--- config.mk ---
export PLATFORM = sky130hd
export DESIGN_NAME = axi_burst_initiator
export DESIGN_NICKNAME = d
export VERILOG_FILES = /design/src/rtl/axi_burst_initiator.sv
export SDC_FILE = /design/constraint.sdc
export NUM_CORES = 1
export LEC_CHECK = 0
export CAP_MARGIN = 30
export CORE_AREA = 3 3 192 194
export DETAILED_ROUTE_END_ITERATION = 10
export DIE_AREA = 0 0 195 197
export PLACE_DENSITY = 0.52
export SETUP_SLACK_MARGIN = 0.15
export SLEW_MARGIN = 20
export SYNTH_ARGS = -nofsm -noshare
export SYNTH_HDL_FRONTEND = slang
export SYNTH_SLANG_ARGS = --single-unit
--- constraint.sdc ---
create_clock -name clk_i -period 5.66 [get_ports clk_i]
set_input_delay 1.415 -clock clk_i [delete_from_list [all_inputs] [get_ports clk_i]]
set_output_delay 1.415 -clock clk_i [all_outputs]
set_load 0.005 [all_outputs]
--- src/rtl/axi_burst_initiator.sv ---
// AXI4 manager: converts a command + write/read beat stream into single-ID INCR bursts,
// one transaction in flight, one completion status returned per command.
package axi_burst_initiator_pkg;

    typedef struct packed {
        logic [3:0]  id;
        logic [31:0] addr;
        logic [7:0]  len;
        logic [2:0]  size;
        logic [1:0]  burst;
        logic        lock;
        logic [3:0]  cache;
        logic [2:0]  prot;
        logic [3:0]  qos;
        logic [3:0]  region;
        logic [5:0]  atop;
        logic [0:0]  user;
    } aw_chan_t;

    typedef struct packed {
        logic [3:0]  id;
        logic [31:0] addr;
        logic [7:0]  len;
        logic [2:0]  size;
        logic [1:0]  burst;
        logic        lock;
        logic [3:0]  cache;
        logic [2:0]  prot;
        logic [3:0]  qos;
        logic [3:0]  region;
        logic [0:0]  user;
    } ar_chan_t;

    typedef struct packed {
        logic [63:0] data;
        logic [7:0]  strb;
        logic        last;
        logic [0:0]  user;
    } w_chan_t;

    typedef struct packed {
        logic [3:0] id;
        logic [1:0] resp;
    } b_chan_t;

    typedef struct packed {
        logic [3:0]  id;
        logic [63:0] data;
        logic [1:0]  resp;
        logic        last;
    } r_chan_t;

    typedef struct packed {
        aw_chan_t aw;
        logic     aw_valid;
        w_chan_t  w;
        logic     w_valid;
        logic     b_ready;
        ar_chan_t ar;
        logic     ar_valid;
        logic     r_ready;
    } axi_req_t;

    typedef struct packed {
        logic    aw_ready;
        logic    ar_ready;
        logic    w_ready;
        b_chan_t b;
        logic    b_valid;
        r_chan_t r;
        logic    r_valid;
    } axi_resp_t;

endpackage

// Handshakes: every channel transfers on a cycle where valid && ready at the rising
// clock edge; a raised valid keeps itself and its payload stable until that transfer.
module axi_burst_initiator #(
    parameter int unsigned           AxiAddrWidth = 32,
    parameter int unsigned           AxiDataWidth = 64,
    parameter int unsigned           AxiIdWidth   = 4,
    parameter logic [AxiIdWidth-1:0] AxiId        = '0,
    parameter type                   axi_req_t    = axi_burst_initiator_pkg::axi_req_t,
    parameter type                   axi_resp_t   = axi_burst_initiator_pkg::axi_resp_t
) (
    input  logic                      clk_i,
    input  logic                      rst_i,
    input  logic                      cmd_valid_i,
    output logic                      cmd_ready_o,
    input  logic                      cmd_write_i,
    input  logic [AxiAddrWidth-1:0]   cmd_addr_i,
    input  logic [7:0]                cmd_len_i,
    input  logic [2:0]                cmd_size_i,
    input  logic [AxiDataWidth-1:0]   wdata_i,
    input  logic [AxiDataWidth/8-1:0] wstrb_i,
    input  logic                      wvalid_i,
    output logic                      wready_o,
    output logic [AxiDataWidth-1:0]   rdata_o,
    output logic                      rlast_o,
    output logic                      rvalid_o,
    input  logic                      rready_i,
    output logic                      rsp_valid_o,
    input  logic                      rsp_ready_i,
    output logic [1:0]                rsp_resp_o,
    output logic                      rsp_err_o,
    output axi_req_t                  mst_req_o,
    input  axi_resp_t                 mst_resp_i,
    output logic                      busy_o
);

    localparam logic [2:0] MaxSize = 3'($clog2(AxiDataWidth/8));

    typedef enum logic [2:0] {IDLE, WR, WAIT_B, RD, RSP} state_e;

    state_e                  state_q, state_d;
    logic [AxiAddrWidth-1:0] addr_q;
    logic [7:0]              len_q;
    logic [2:0]              size_q;
    logic [7:0]              beat_q;
    logic                    aw_done_q, w_done_q, ar_done_q;
    logic [1:0]              resp_q;
    logic                    err_q;
    logic                    busy_q;

    logic        aw_valid, w_valid, ar_valid, b_ready, r_ready, beat_last;
    logic        cmd_hs, aw_hs, w_hs, b_hs, ar_hs, r_hs;
    logic        bad_cmd;
    logic [16:0] span_end;

    // End offset of the burst within its 4KB page; beyond 4096 the burst crosses.
    assign span_end = 17'(cmd_addr_i[11:0]) + ((17'(cmd_len_i) + 17'd1) << cmd_size_i);
    assign bad_cmd  = (cmd_size_i > MaxSize) || (span_end > 17'd4096);

    assign beat_last = (beat_q == len_q);
    assign aw_valid  = (state_q == WR) && !aw_done_q;
    assign w_valid   = (state_q == WR) && !w_done_q && wvalid_i;
    assign b_ready   = (state_q == WAIT_B);
    assign ar_valid  = (state_q == RD) && !ar_done_q;
    assign r_ready   = (state_q == RD) && ar_done_q && rready_i;

    assign cmd_hs = (state_q == IDLE) && cmd_valid_i;
    assign aw_hs  = aw_valid && mst_resp_i.aw_ready;
    assign w_hs   = w_valid && mst_resp_i.w_ready;
    assign b_hs   = b_ready && mst_resp_i.b_valid;
    assign ar_hs  = ar_valid && mst_resp_i.ar_ready;
    assign r_hs   = r_ready && mst_resp_i.r_valid;

    always_comb begin
        mst_req_o          = '0;
        mst_req_o.aw.id    = AxiId;
        mst_req_o.aw.addr  = addr_q;
        mst_req_o.aw.len   = len_q;
        mst_req_o.aw.size  = size_q;
        mst_req_o.aw.burst = 2'b01;
        mst_req_o.aw_valid = aw_valid;
        mst_req_o.w.data   = wdata_i;
        mst_req_o.w.strb   = wstrb_i;
        mst_req_o.w.last   = beat_last;
        mst_req_o.w_valid  = w_valid;
        mst_req_o.b_ready  = b_ready;
        mst_req_o.ar.id    = AxiId;
        mst_req_o.ar.addr  = addr_q;
        mst_req_o.ar.len   = len_q;
        mst_req_o.ar.size  = size_q;
        mst_req_o.ar.burst = 2'b01;
        mst_req_o.ar_valid = ar_valid;
        mst_req_o.r_ready  = r_ready;
    end

    always_comb begin
        state_d = state_q;
        case (state_q)
            IDLE:   if (cmd_valid_i) state_d = bad_cmd ? RSP : (cmd_write_i ? WR : RD);
            WR:     if ((aw_done_q || aw_hs) && (w_done_q || (w_hs && beat_last))) state_d = WAIT_B;
            WAIT_B: if (b_hs) state_d = RSP;
            RD:     if (r_hs && mst_resp_i.r.last) state_d = RSP;
            RSP:    if (rsp_ready_i) state_d = IDLE;
            default: state_d = IDLE;
        endcase
    end

    always_ff @(posedge clk_i) begin
        if (rst_i) begin
            state_q   <= IDLE;
            addr_q    <= '0;
            len_q     <= '0;
            size_q    <= '0;
            beat_q    <= '0;
            aw_done_q <= 1'b0;
            w_done_q  <= 1'b0;
            ar_done_q <= 1'b0;
            resp_q    <= 2'b00;
            err_q     <= 1'b0;
            busy_q    <= 1'b0;
        end else begin
            state_q <= state_d;
            busy_q  <= (state_d != IDLE);
            case (state_q)
                IDLE: begin
                    beat_q    <= '0;
                    aw_done_q <= 1'b0;
                    w_done_q  <= 1'b0;
                    ar_done_q <= 1'b0;
                    if (cmd_hs) begin
                        addr_q <= cmd_addr_i;
                        len_q  <= cmd_len_i;
                        size_q <= cmd_size_i;
                        if (bad_cmd) begin
                            resp_q <= 2'b10;
                            err_q  <= 1'b1;
                        end
                    end
                end
                WR: begin
                    if (aw_hs) aw_done_q <= 1'b1;
                    if (w_hs) begin
                        beat_q <= beat_q + 8'd1;
                        if (beat_last) w_done_q <= 1'b1;
                    end
                end
                WAIT_B: begin
                    if (b_hs) begin
                        resp_q <= mst_resp_i.b.resp;
                        err_q  <= (mst_resp_i.b.id != AxiId);
                    end
                end
                RD: begin
                    if (ar_hs) ar_done_q <= 1'b1;
                    if (r_hs) begin
                        beat_q <= beat_q + 8'd1;
                        // Numeric max ranks DECERR over SLVERR over EXOKAY/OKAY.
                        if (mst_resp_i.r.resp > resp_q) resp_q <= mst_resp_i.r.resp;
                        if ((mst_resp_i.r.id != AxiId) || (mst_resp_i.r.last != beat_last))
                            err_q <= 1'b1;
                    end
                end
                RSP: begin
                    if (rsp_ready_i) begin
                        resp_q <= 2'b00;
                        err_q  <= 1'b0;
                    end
                end
                default: ;
            endcase
        end
    end

    assign cmd_ready_o = (state_q == IDLE);
    assign wready_o    = (state_q == WR) && !w_done_q && mst_resp_i.w_ready;
    assign rdata_o     = mst_resp_i.r.data;
    assign rlast_o     = mst_resp_i.r.last;
    assign rvalid_o    = (state_q == RD) && ar_done_q && mst_resp_i.r_valid;
    assign rsp_valid_o = (state_q == RSP);
    assign rsp_resp_o  = resp_q;
    assign rsp_err_o   = err_q;
    assign busy_o      = busy_q;

endmodule

Yosys cells after proc, flatten, opt, wreduce, memory -nomap -nowiden
Cells that the tools add are included.
{"block": "word_totals", "regBits": 61, "latch_bits": 0, "ram_bits": 0, "mem_bits_ro": 0, "input_bits": 204, "output_inout_bits": 290, "wordCells": 106, "n_memories": 0}
{"block": "op_classes", "addsub": 3, "n_mul": 0, "div": 0, "magnitude_cmp": 3, "n_eq_ne": 17, "shift": 1, "n_mux": 32, "bitwise_logic": 0, "n_reduce_logical": 39}
{"operator": "$pmux 8 s3", "count": 1}
{"operator": "$mux 3", "count": 6}
{"operator": "$add 12x17->17", "count": 1}
{"operator": "$gt 17x13->1 const B", "count": 1}
{"operator": "$logic_and 1x1->1", "count": 17}
{"operator": "$shl 9x3->17", "count": 1}
{"operator": "$mux 8", "count": 2}
{"operator": "$pmux 3 s5", "count": 1}
{"operator": "$mux 2", "count": 7}
{"operator": "$reduce_and 7->1", "count": 2}
{"operator": "$ne 2x1->1 const B", "count": 6}
{"operator": "$reduce_bool 4->1", "count": 3}
{"operator": "$mux 1", "count": 10}
{"operator": "$ne 2x2->1 const B", "count": 5}
{"operator": "$add 8x1->9 const B", "count": 1}
{"operator": "$add 8x1->8 const B", "count": 1}
{"operator": "$eq 8x8->1", "count": 1}
{"operator": "$pmux 2 s4", "count": 1}
{"operator": "$eq 3x2->1 const B", "count": 2}
{"operator": "$pmux 1 s2", "count": 3}
{"operator": "$reduce_and 2->1", "count": 3}
{"operator": "$reduce_and 3->1", "count": 2}
{"operator": "$reduce_bool 3->1", "count": 2}
{"operator": "$logic_or 1x1->1", "count": 4}
{"operator": "9 further kinds", "count": 12}

Depth between registers and ports, before layout
Gate-level depths: netlist (run 1).
{"block": "logic_depth", "depth_word": 10, "depth_mapped": 18, "ltp_nobuf": 18}

Worst setup path after synthesis (run 1)
OpenSTA, ideal clock, no wires.
{"block": "synth_path", "path_type": "input-to-reg", "startpoint": "in cmd_len_i[2]", "endpoint": "reg err_q, in the netlist rsp_err_o", "setup_time_ns": 0.124, "t_arrival_ns": 4.356, "required_time_ns": 5.536, "path_slack_ns": 1.180, "path_stages": 17, "path_buffers": 1, "path_cell_list": "clkbuf_1 -> and3_1 -> nand3_1 -> a21oi_1 -> nor2_1 -> a211oi_1 -> mux2i_1 -> mux2i_1 -> ha_1 -> a21oi_1 -> o311ai_1 -> a41oi_1 -> xnor2_1 -> nor4_2 -> a211oi_2 -> o21ai_0 -> mux2i_1"}
{"block": "synth_via", "elab_chain_len": 7}
{"item": "from (decl)", "line_no": "92", "text": "input logic [7:0] cmd_len_i,"}
{"item": "$add 8x1->9", "line_no": "131", "text": "assign span_end = 17'(cmd_addr_i[11:0]) + ((17'(cmd_len_i) + 17'd1) << cmd_size_i);"}
{"item": "$shl 9x3->17", "line_no": "131"}
{"item": "$add 12x17->17", "line_no": "131"}
{"item": "$gt 17x13->1", "line_no": "132", "text": "assign bad_cmd = (cmd_size_i > MaxSize) || (span_end > 17'd4096);"}
{"item": "$logic_or 1x1->1", "line_no": "132"}
{"item": "$ne 2x1->1 (no source line)"}
{"item": "$reduce_and 7->1 (no source line)"}
{"item": "to (signal assigned)", "line_no": "224", "text": "err_q <= (mst_resp_i.b.id != AxiId);"}
{"item": "to (decl)", "line_no": "122", "text": "logic err_q;"}
No other way between the ends.
A chain may end at the register's enable or synchronous reset.

Worst setup path in the final report (run 1)
{"block": "layout_path", "startpoint": "in cmd_len_i[1]", "endpoint": "reg resp_q[1], in the netlist rsp_resp_o[1]"}
{"block": "layout_via", "elab_chain_len": 7}
{"item": "$add 8x1->9", "line_no": "131"}
{"item": "$shl 9x3->17", "line_no": "131"}
{"item": "$add 12x17->17", "line_no": "131"}
{"item": "$gt 17x13->1", "line_no": "132"}
{"item": "$logic_or 1x1->1", "line_no": "132"}
{"item": "$ne 2x1->1 (no source line)"}
{"item": "$reduce_and 7->1 (no source line)"}
{"item": "to (signal assigned)", "line_no": "223", "text": "resp_q <= mst_resp_i.b.resp;"}
{"item": "to (signal assigned)", "line_no": "232", "text": "if (mst_resp_i.r.resp > resp_q) resp_q <= mst_resp_i.r.resp;"}
{"item": "to (decl)", "line_no": "121", "text": "logic [1:0] resp_q;"}
No other way between the ends.

==> results.toml, run 1 <==
[synth]
yosysTopAreaCell = "buf_4"
synth_common_cells = "240 x buf_4, 111 x nand2_1, 71 x a21oi_1, 61 x dfxtp_1, 39 x nor2_1"
avgSynthCellArea_sq_um = 7.39
yosys.area.top_type_share_pct = 32.7
ys.flop_type = "dfxtp_1"
synthCells = 746
async_reset_ff_share_pct = 0
ys_ff_latch = 61
synth_edf_count = 0
synth.most_common_cell = "buf_4"
netlist_area_sq_um = 5510
ys.warnings.count = 0
synthDistinctLibCells = 61
synth_area_leaders = "buf_4 33%, dfxtp_1 22%, nand2_1 7.6%"
ys_seq_area_share_pct = 22.2

[clock_network]
cts.path.max_buffers = 2
cts_root_buf = "clkbuf_16"
htree_num_levels = 3
cts_buffers = 9
cts_tree = "done"
cts_sinks = 61
clkTransAtPathRegs_ns = 0.05
clk_latency_ns = 0.34

[timing]
fin_crit_sh_pct = 90.1
fin_tns_setup_ns = 0
fin_crit_ns = 5.10
worst_slew_pin_slew_ns = 0.634
hold_viol = 0
slew_viol_final = 0
maxSlewHeadroom_pct = 57.7
rsz0062_at_grt = "no"
skew_ns = 0.00482
max_freq_mhz = 196
setup_viol = 0

[critical_path]
end_kind = "register"
critPathMaxFanout = 6
rr_startpoint = "state_q[0]$_SDFF_PP0_"
startpoint_type = "input port"
critPathKind = "input port to register"
r2r-end = "beat_q[7]$_SDFFE_PP0P_"
worstPathRequired_ns = 5.93
rr_worst_depth = 8
cp-endpoint = "rsp_resp_o[1]$_SDFFE_PP0P_"
ff2ff_setup_slack_ns = 3.29
cp.arrival_ns = 5.37
startpoint = "cmd_len_i[1]"

[route]
route.detailed.drc = 0
vias = 4514
antenna_left = 0
vias_per_cell = 3.81
drtIter0Drc = 279
drt_wl_total_um = 20700
routedWlPerCell_um = 17.5
firstDrtPassIters = 4

[floorplan]
die_x_um = 195
die_h_um = 197
ios = 494
start_util_pct = 15.6
dieArea_sq_um = 38400
num_rows = 69
core_sq_um = 35400

[grt]
grt_pass1_wl_um = 28900
antenna_found_initial = 5
grt_pass1_vias = 4151
grt_usage_pct = 10.1
grt_max_degree = 51
grt_overflow = 0

[cells_and_area]
fin_nets = 939
layout-drive-gt1-share_pct = 5.55
area_growth_syn_to_layout_pct = 17.3

[power]
fin_total_pwr_mw = 1.61
max-vdd-ir-drop_mv = 0.137
p_leak_nw = 2.39
p_per_area_nw_per_um2 = 249

[placed_design]
hpwl_um = 17200
gp_congestion = 0.813
place.port_buffers = 168

[run]
cap_viol_max_count = 0

[status]
status = "finished clean"

[min_path]
hp-class = "register to register"
flip-flops by register name, summed over array words and instances (netlist names):
signal,flops
beat_q,8
size_q,3
len_q,8
rsp_resp_o,2
busy_o,1
aw_done_q,1
rsp_err_o,1
ar_done_q,1
addr_q,32
w_done_q,1
state_q,3
kinds of logic (layout without fill, tap and decap cells):
group,count (synthesis),count (layout),share of synthesized area (%)
AO/OA/AOI/OAI,140,140,15.5
multiplexers,10,10,1.84
buffers and inverters,280,204,35.5
flip-flops,61,61,22.2
XOR/XNOR,19,19,3.02
adder cells (fa/ha/maj),18,18,4.22
AND/OR/NAND/NOR,216,216,17.7
other,2,55,0.136
cells in the final DEF, fill, tap and decap left out, types with 3 or more instances in the layout:
master | synthesis | layout
clkdlybuf4s50_1 | 0 | 165
nand2_1 | 111 | 110
a21oi_1 | 71 | 71
dfxtp_1 | 61 | 61
conb_1 | 2 | 53
nor2_1 | 39 | 39
o21ai_0 | 18 | 18
ha_1 | 17 | 17
xnor2_1 | 13 | 13
nand3_1 | 13 | 13
inv_1 | 12 | 12
and3_1 | 9 | 9
mux2i_1 | 9 | 9
nor3_1 | 9 | 9
clkbuf_16 | 0 | 9
nand4_1 | 7 | 7
xor2_1 | 6 | 6
o22ai_1 | 6 | 6
nor4_1 | 6 | 6
buf_4 | 240 | 6
a21boi_0 | 5 | 5
and2_1 | 5 | 4
a21o_1 | 4 | 4
nor3b_1 | 4 | 4
a211oi_1 | 3 | 3
a31oi_1 | 3 | 3
a211oi_2 | 3 | 3
o21a_1 | 3 | 3
nand2b_1 | 3 | 3
routing by layer:
metal / global-route usage, % / vias to the layer above / part of all wire [%]
met4: 5.18 / 4 / 4.1
li1: - / 2152 / -
met5: 0 / - / 0.15
met1: 10.1 / 2009 / 33
met3: 5.20 / 65 / 12
met2: 17.4 / 284 / 50
area by class of cell:
class                   instances  area [sq um]
fillers                      4001         28900
multi-input cells             456          2530
repair buffers                176          1770
flip-flops and latches         61          1220
well taps                     461           577
clock buffers                  11           243
clock inverters                 4          72.6
inverters                      13          48.8
diodes                          2          5.00
metrics by stage:
stage	utilization, %	hold WS [ns]	cells	worst slack, ns	instance area, sq um
2_1_floorplan	-	0.454	797	1.18	5700
3_3_place_gp	17.2	0.455	1163	0.217	6080
3_5_place_dp	17.3	0.467	1165	0.144	6120
4_1_cts	18.2	0.475	1180	0.493	6440
5_1_grt	18.3	0.491	1183	0.199	6460
6_report	18.3	0.468	1184	0.559	6460
worst max-delay path, cell delays in order:
cell and delay [ns]:
clkdlybuf4s50_1 0.57, ha_1 0.31, nand2_1 0.12, nor2_1 0.14, nand2_1 0.07, a21oi_1 0.15, a211oi_1 0.07, mux2i_1 0.22
mux2i_1 0.15, ha_1 0.36, nor2b_1 0.16, a2111oi_0 0.44, a21o_2 0.15, nand3_1 0.11, nor4_2 0.30, a211oi_2 0.05
buf_4 0.16, buf_4 0.14, a21o_1 0.18, a21oi_2 0.12
power breakdown:
group          internal [mW]  leakage, nW  total, mW  switching, mW
sequential             0.466        0.499      0.504         0.0380
combinational          0.263         1.74      0.510          0.248
clock                  0.394        0.152      0.596          0.202
how the worst min path moves through the flow:
stage                         endpoint  cells after the start               startpoint
2_1_floorplan   rsp_err_o$_SDFFE_PP0P_                      2   rsp_err_o$_SDFFE_PP0P_
3_3_place_gp   addr_q[28]$_SDFFE_PP0P_                      2  addr_q[28]$_SDFFE_PP0P_
3_5_place_dp    addr_q[7]$_SDFFE_PP0P_                      2   addr_q[7]$_SDFFE_PP0P_
4_1_cts        addr_q[28]$_SDFFE_PP0P_                      2  addr_q[28]$_SDFFE_PP0P_
5_1_grt         addr_q[7]$_SDFFE_PP0P_                      2   addr_q[7]$_SDFFE_PP0P_
6_report       addr_q[28]$_SDFFE_PP0P_                      2  addr_q[28]$_SDFFE_PP0P_
repair_timing:
item                       4_1_cts  5_1_grt
resized for setup                0        2
setup endpoints to repair        0        3
buffers inserted                 0        2
hold buffers                     0        0
Power figures use the tool's default switching activity.
==> run 2: changes to the inputs <==
- SLEW_MARGIN: 20 -> not set
==> results of run 2 <==
No change in the layout: final DEF, timing and power equal those of run 1.
==> run 3: changes to the inputs <==
- clock period: 5.66 -> 4.9 ns (I/O delays scaled with it)
==> results.toml, run 3 (synthesized netlist as in run 1, its figures left out) <==
[status]
status = "finished clean"

[floorplan]
die_h_um = 197
num_rows = 69
start_util_pct = 15.6
die_x_um = 195
dieArea_sq_um = 38400
core_sq_um = 35400
ios = 494

[clock_network]
cts.path.max_buffers = 2
htree_num_levels = 3
cts_sinks = 61
clkTransAtPathRegs_ns = 0.05
clk_latency_ns = 0.34
cts_buffers = 9
cts_root_buf = "clkbuf_16"
cts_tree = "done"

[run]
cap_viol_max_count = 0

[route]
routedWlPerCell_um = 17.0
wirelength_met1_um = 6910
dr_wl_met3_um = 2440
vias = 4600
drtIter0Drc = 265
dr_wl_met2_um = 10500
firstDrtPassIters = 4
highest_layer = "met5"
route.detailed.drc = 0
antenna_left = 0
vias_per_cell = 3.80
drt_wl_total_um = 20600

[timing]
skew_ns = 0.00405
slew_viol_final = 0
fin_crit_ns = 4.52
setup_viol = 0
fin_tns_setup_ns = 0
hold_viol = 0
max_freq_mhz = 221
fin_ws_ns = 0.384
rsz0062_at_grt = "no"
maxSlewHeadroom_pct = 59.5
fin_crit_sh_pct = 92.2
whs_ns = 0.467
worst_slew_pin_slew_ns = 0.607

[power]
max-vdd-ir-drop_mv = 0.174
p_per_area_nw_per_um2 = 276
combPwrFrac_pct = 33.6
p_sw_share_pct = 31.3
seq_power_share_pct = 31.5
clock_power_share_pct = 35.0
power.net_switching_mw = 0.578
fin_total_pwr_mw = 1.85
intPower_mw = 1.27
p_leak_nw = 2.51

[critical_path]
critPathMaxStageDelay_ns = 0.45
startpoint_type = "input port"
startpoint = "cmd_size_i[0]"
worstPathRequired_ns = 5.10
slowest_stage = "clkdlybuf4s50_1"
cp_cell_sequence = "clkdlybuf4s50_1, buf_4, inv_1, nor2_1, a21oi_1, nand2_1, o21ai_0, nor2_1, ha_2, o21ai_2, o311ai_1, a41oi_1, xnor2_1, nor4_2, a211oi_2, buf_4, a21o_1, a21oi_2"
end_kind = "register"
rr_startpoint = "state_q[0]$_SDFF_PP0_"
cp.arrival_ns = 4.72
critPathKind = "input port to register"
critPathMaxFanout = 7

[cells_and_area]
finish.instance_area_sq_um = 6690
layout.cells.non_filler = 1211
area_growth_syn_to_layout_pct = 21.3
fin_nets = 964
largest_registers = "addr_q (32), beat_q (8), len_q (8)"
final_cell_mix = "165 x clkdlybuf4s50_1, 110 x nand2_1, 70 x a21oi_1"
fillers = 3995
fin_util_pct = 18.9
layout-drive-gt1-share_pct = 10.0
layout_commonest_cell = "clkdlybuf4s50_1"
largest_reg_flops = 32
largest_register = "addr_q"

[placed_design]
dp_slack_ns = -0.143
gp_congestion = 0.810
place.port_buffers = 168
numPlacedInstances = 1191
hpwl_um = 17300
dpl_cell_area_sq_um = 6320

[grt]
grt_max_degree = 51
grt_usage_pct = 10.0
grt_pass1_vias = 4249
grt_pass1_wl_um = 28600
antenna_found_initial = 4
grt_overflow = 0

[min_path]
hp-start = "addr_q[31]$_SDFFE_PP0P_"
hp-class = "register to register"
-- run 3: cell count changes in the layout (fill, tap and decap cells not counted), sizes merged --
| cell | delta |
|---|---|
| buf | +25 |
| inv | +1 |
| clkinv | +2 |
| bufinv | -1 |
| diode | +1 |
| clkbuf | -1 |
-- run 3: final timing paths --
check                                                   to  slack, ns  cells after the start
worst max-delay path            rsp_resp_o[1]$_SDFFE_PP0P_       0.38                     18
worst min-delay path               addr_q[31]$_SDFFE_PP0P_       0.47                      2
worst max register to register      beat_q[5]$_SDFFE_PP0P_       2.52                      8
worst min register to register     addr_q[31]$_SDFFE_PP0P_       0.47                      2
-- run 3: power by group through the flow --
stage               clock (mW)  combinational, mW  sequential, mW
CTS                      0.677              0.616           0.583
global route             0.693              0.685           0.589
floorplan                    0              0.450           0.580
finish                   0.647              0.621           0.582
global placement             0              0.600           0.592
detailed placement           0              0.613           0.593
-- run 3: cell type report --
type	instances	area (sq um)	share of cell area, %
multi-input combinational	456	2580	38.6
sequential	61	1220	18.3
antenna	3	7.51	0.112
inverter	13	48.8	0.730
tap	461	577	8.62
clock buffer	10	239	3.57
clock inverter	6	61.3	0.917
timing repair buffer	201	1950	29.2
-- run 3: repair_timing --
action	CTS	global route
endpoints found under the setup margin	0	6
gates resized for setup	0	16
setup buffers	0	1
hold buffers	0	0
-- run 3: metal layers --
| layer | track usage (%) | vias to the layer above |
|---|---|---|
| li1 | - | 2208 |
| met1 | 9.99 | 2047 |
| met2 | 17.3 | 277 |
| met3 | 5.03 | 64 |
| met4 | 5.07 | 4 |
| met5 | 0 | - |
-- run 3: worst max-delay path, delay by kind of cell --
family,cells,cell delay (ns)
compound gates,8,1.53
buf+inv,4,0.98
fa+ha+maj,1,0.38
simple gates,4,0.37
xor+xnor,1,0.24
